### config.mk
export PLATFORM = sky130hd
export DESIGN_NAME = int_exc_unit
export DESIGN_NICKNAME = d
export VERILOG_FILES = /design/src/rtl/int_exc_unit.sv
export SDC_FILE = /design/constraint.sdc
export NUM_CORES = 1
export LEC_CHECK = 0
export BUFFER_PORTS_ARGS = -buffer_cell sky130_fd_sc_hd__buf_2
export CAP_MARGIN = 10
export CORE_MARGIN = 4
export CORE_UTILIZATION = 47
export DETAILED_ROUTE_END_ITERATION = 16
export PLACE_DENSITY_LB_ADDON = 0.05
export REMOVE_ABC_BUFFERS = 1
export SYNTH_ARGS = -nofsm -noshare
export SYNTH_HDL_FRONTEND = slang
export SYNTH_SLANG_ARGS = --single-unit
### constraint.sdc
create_clock -name clk -period 3.2 [get_ports clk]
set_input_delay 0.32 -clock clk [delete_from_list [all_inputs] [get_ports clk]]
set_output_delay 0.32 -clock clk [all_outputs]
set_load 0.02 [all_outputs]
### src/rtl/int_exc_unit.sv
// Interrupt/exception unit for the ID stage: edge-latched IRQ pending bits, mask,
// kernel mode, EPC and cause, with one-cycle trap/return redirects.
module int_exc_unit #(
    parameter int              NUM_IRQ = 4,
    parameter int              PC_W    = 32,
    parameter logic [PC_W-1:0] IRQ_VEC = 32'h80000004,
    parameter logic [PC_W-1:0] EXC_VEC = 32'h80000008,
    parameter int              CAUSE_W = $clog2(NUM_IRQ) + 1
) (
    input  logic               clk,
    input  logic               reset,
    input  logic [NUM_IRQ-1:0] irq_in,
    input  logic               ill_inst,
    input  logic               eret,
    input  logic               id_valid,
    input  logic [PC_W-1:0]    id_pc,
    input  logic               stall,
    input  logic               mask_we,
    input  logic [NUM_IRQ-1:0] mask_wdata,
    output logic               kernel,
    output logic               trap,
    output logic [PC_W-1:0]    trap_pc,
    output logic               ret,
    output logic [PC_W-1:0]    epc,
    output logic [CAUSE_W-1:0] cause,
    output logic [NUM_IRQ-1:0] mask,
    output logic [NUM_IRQ-1:0] pending
);

    localparam int                 IDX_W     = (NUM_IRQ > 1) ? $clog2(NUM_IRQ) : 1;
    localparam logic [CAUSE_W-1:0] CAUSE_IRQ = CAUSE_W'(1) << (CAUSE_W - 1);

    // Bit 0 is the highest priority source, so scan downwards and keep the last hit.
    function automatic logic [IDX_W-1:0] lowestIdx(input logic [NUM_IRQ-1:0] vec);
        lowestIdx = '0;
        for (int i = NUM_IRQ - 1; i >= 0; i--) begin
            if (vec[i]) lowestIdx = IDX_W'(i);
        end
    endfunction

    logic [NUM_IRQ-1:0] prevIrq;
    logic [NUM_IRQ-1:0] setVec;
    logic [NUM_IRQ-1:0] clrVec;
    logic [NUM_IRQ-1:0] enabledVec;
    logic [IDX_W-1:0]   irqIdx;
    logic               act;
    logic               takeExc;
    logic               takeIrq;
    logic               doRet;

    always_comb begin
        act        = id_valid & ~stall & ~reset;
        setVec     = irq_in & ~prevIrq;
        enabledVec = pending & ~mask;
        irqIdx     = lowestIdx(enabledVec);
        // An eret outside kernel mode is treated as an illegal instruction.
        takeExc    = act & ~kernel & (ill_inst | eret);
        takeIrq    = act & ~kernel & ~takeExc & (|enabledVec);
        doRet      = act & kernel & eret;
        clrVec     = takeIrq ? (NUM_IRQ'(1) << irqIdx) : '0;
    end

    assign trap    = takeExc | takeIrq;
    assign ret     = doRet;
    assign trap_pc = takeIrq ? IRQ_VEC : EXC_VEC;

    always_ff @(posedge clk) begin
        if (reset) begin
            prevIrq <= '0;
            pending <= '0;
            mask    <= '0;
            kernel  <= 1'b0;
            epc     <= '0;
            cause   <= '0;
        end else begin
            prevIrq <= irq_in;
            // Set after clear so a fresh edge on the bit being serviced is not lost.
            pending <= (pending & ~clrVec) | setVec;
            if (takeExc) begin
                epc    <= id_pc + PC_W'(4);
                cause  <= '0;
                kernel <= 1'b1;
            end else if (takeIrq) begin
                epc    <= id_pc;
                cause  <= CAUSE_IRQ | CAUSE_W'(irqIdx);
                kernel <= 1'b1;
            end else if (doRet) begin
                kernel <= 1'b0;
            end
            if (kernel && mask_we) mask <= mask_wdata;
        end
    end

endmodule
==> out/metrics.cfg <==
[run_status]
status = finished clean

[setup_path]
arrival_ns = 2.41
r2r_cells = 7
r2r-end = epc[30]
worst-r2r-setup-slack_ns = 0.63
crit_path_start_kind = register
crit_type = register to primary output
worstPathRequired_ns = 2.88
end_kind = primary output
critPathMaxFanout = 22
r2r-start = kernel

[clocking]
clockRootBuffer = clkbuf_8
cts_tree = yes
clk_transition_reported_paths_ns = 0.09
post_cts_resized = 0
cts_hold_buf = 0
cts_buffers = 5
cts_setup_buffers = 0
clock_sinks = 48
clk-insertion-delay-late_ns = 0.29
htree_levels = 2
clock_tree.buffer_depth = 2

[drt]
drc = 0
routed_wl_um = 6410
drt_first_pass_iters = 4
avgViaCountPerCell = 5.19
routedWlPerCell_um = 13.4
detail-route-antenna-nets = 0
drt_iter0_drc = 110
vias = 2488

[pwr]
p_per_area_mw_per_mm2 = 473
finalPower_w = 0.00148
max-vdd-ir-drop_mv = 0.216
p_leak_nw = 1.32

[floorplanning]
dieArea_mm2 = 0.00683
fp.dieH_um = 82.7
die_width_um = 82.7
ios = 125
std_cell_rows = 26
core_mm2 = 0.00527
initial_utilization = 0.497

[yosys]
ys_seq_elements = 48
ys_warn_count = 0
synthCells = 325
synth.distinct_cells = 40
synth-edff-count = 0
netlist_area_mm2 = 0.00262
yosysTopAreaCellShare = 0.367
ys.flop_type = dfxtp_1
ys_async_sr_fraction = 0
yosys.area.top_type = dfxtp_1
synth_seq_area_share = 0.367
syn_area_per_cell_um2 = 8.06
synthTopCellsByArea = dfxtp_1, buf_4, xnor2_1, a211oi_1, nor2_1

[cells_and_area]
area_delta_synth_final_pct = 19.5
multi_input_area_mm2 = 0.00143
drive_above_1_share = 0.267
fin_nets = 457
layout_common_cells = buf_2, dfxtp_1, nor2_1
final_common_cell = buf_2
num-fill-cells = 550
final_area_mm2 = 0.00313
seq_area_um2 = 961
num_antenna_cells = 0
fin_util = 0.594

[hold_path]
whs_endpoint = prevIrq[3]
hold_start = irq_in[3]
hold_class = input port to register
holdPathStages = 2

[sta]
setup_viol = 0
fmaxAchievable_mhz = 367
slew_viol_final = 0
setup_tns_ns = 0
max-slew-margin-rel = 0.656
period_share = 0.852
worstMarginPinSlew_ns = 0.511
period_minus_slack_ns = 2.73
finalHoldViolCount = 0
rsz0062_at_grt = no
finClkSkew_ns = 0.00224

[grt]
grt_use_total = 0.184
grt_overflow = 0
grt_pass1_vias = 2182
antenna_found_initial = 0
grt_max_degree = 47
grt_pass1_wl_um = 9870

[placed_design]
place.gp.congestion = 0.765
post-dp-hpwl_um = 4890
placement.cell_area_mm2 = 0.00300
port_buffers = 94

[run]
drv_cap = 0

registers in the layout, indices dropped and copies added (netlist names):
| signal | count |
|---|---|
| cause | 3 |
| epc | 32 |
| kernel | 1 |
| mask | 4 |
| pending | 4 |
| prevIrq | 4 |
how the worst max path moves through the flow:
stage / start / end / slack, ns / depth (start not counted)
final: kernel / trap / 0.47 / 5
after floorplan: kernel / epc[4] / 0.79 / 6
after detailed placement: stall / epc[30] / 0.59 / 8
after global routing: kernel / trap / 0.29 / 5
after global placement: stall / epc[17] / 0.73 / 8
after CTS: kernel / trap / 0.45 / 5
power by group:
| part | switching [W] | internal [W] | total, W |
|---|---|---|---|
| sequential | 0.0000236 | 0.000640 | 0.000664 |
| clock | 0.000201 | 0.000308 | 0.000509 |
| combinational | 0.000205 | 0.000103 | 0.000308 |
| total | 0.000430 | 0.00105 | 0.00148 |
per-stage QoR:
step	setup slack (ns)	std cells	hold WS, ns
after floorplan	0.787	305	0.389
after global placement	0.735	472	0.454
after detailed placement	0.590	472	0.446
after CTS	0.453	479	0.244
after global routing	0.289	479	0.247
final	0.473	479	0.250
critical path, stage by stage, from the launching register on:
cell and delay, ns:
dfxtp_1 0.40, nor4b_4 0.52, nand2_1 0.24, and2_1 0.35, inv_2 0.36, buf_2 0.24
kinds of logic after synthesis:
group,synth area share
compound gates,0.136
xor+xnor,0.0769
fa+ha+maj,0.00477
buf+inv,0.128
flops,0.367
mux,0.00382
other cells,0.00287
simple gates,0.282
final cells by class:
cell class,instances,area share
Multi-Input combinational cell,249,0.457
Sequential cell,48,0.307
Timing Repair Buffer,97,0.157
Tap cell,70,0.0280
Clock buffer,5,0.0220
Clock inverter,2,0.0192
Inverter,8,0.00959
Yosys cell counts (2+ instances only):
master / count
dfxtp_1: 48
nor2_1: 32
buf_4: 31
nand2_1: 26
a211oi_1: 21
xnor2_1: 21
nand3_1: 19
nor3_1: 18
a21oi_1: 14
clkbuf_1: 12
nor4_1: 10
nor2b_1: 8
inv_1: 7
nand2b_1: 6
nand4_1: 6
o21ai_0: 5
buf_1: 4
or4_1: 4
a311oi_1: 3
and4_1: 3
a2111oi_0: 2
conb_1: 2
o21ai_1: 2
o31ai_1: 2
or2_2: 2
or3_1: 2
xor2_1: 2
per-layer routing:
metal	track usage	up-vias	wire length, µm
li1	-	1261	-
met1	0.251	1122	2960
met2	0.296	97	2830
met3	0.0380	8	569
met4	0.0458	0	59
met5	0	-	0
No activity file was read; power rests on OpenSTA's default activity.
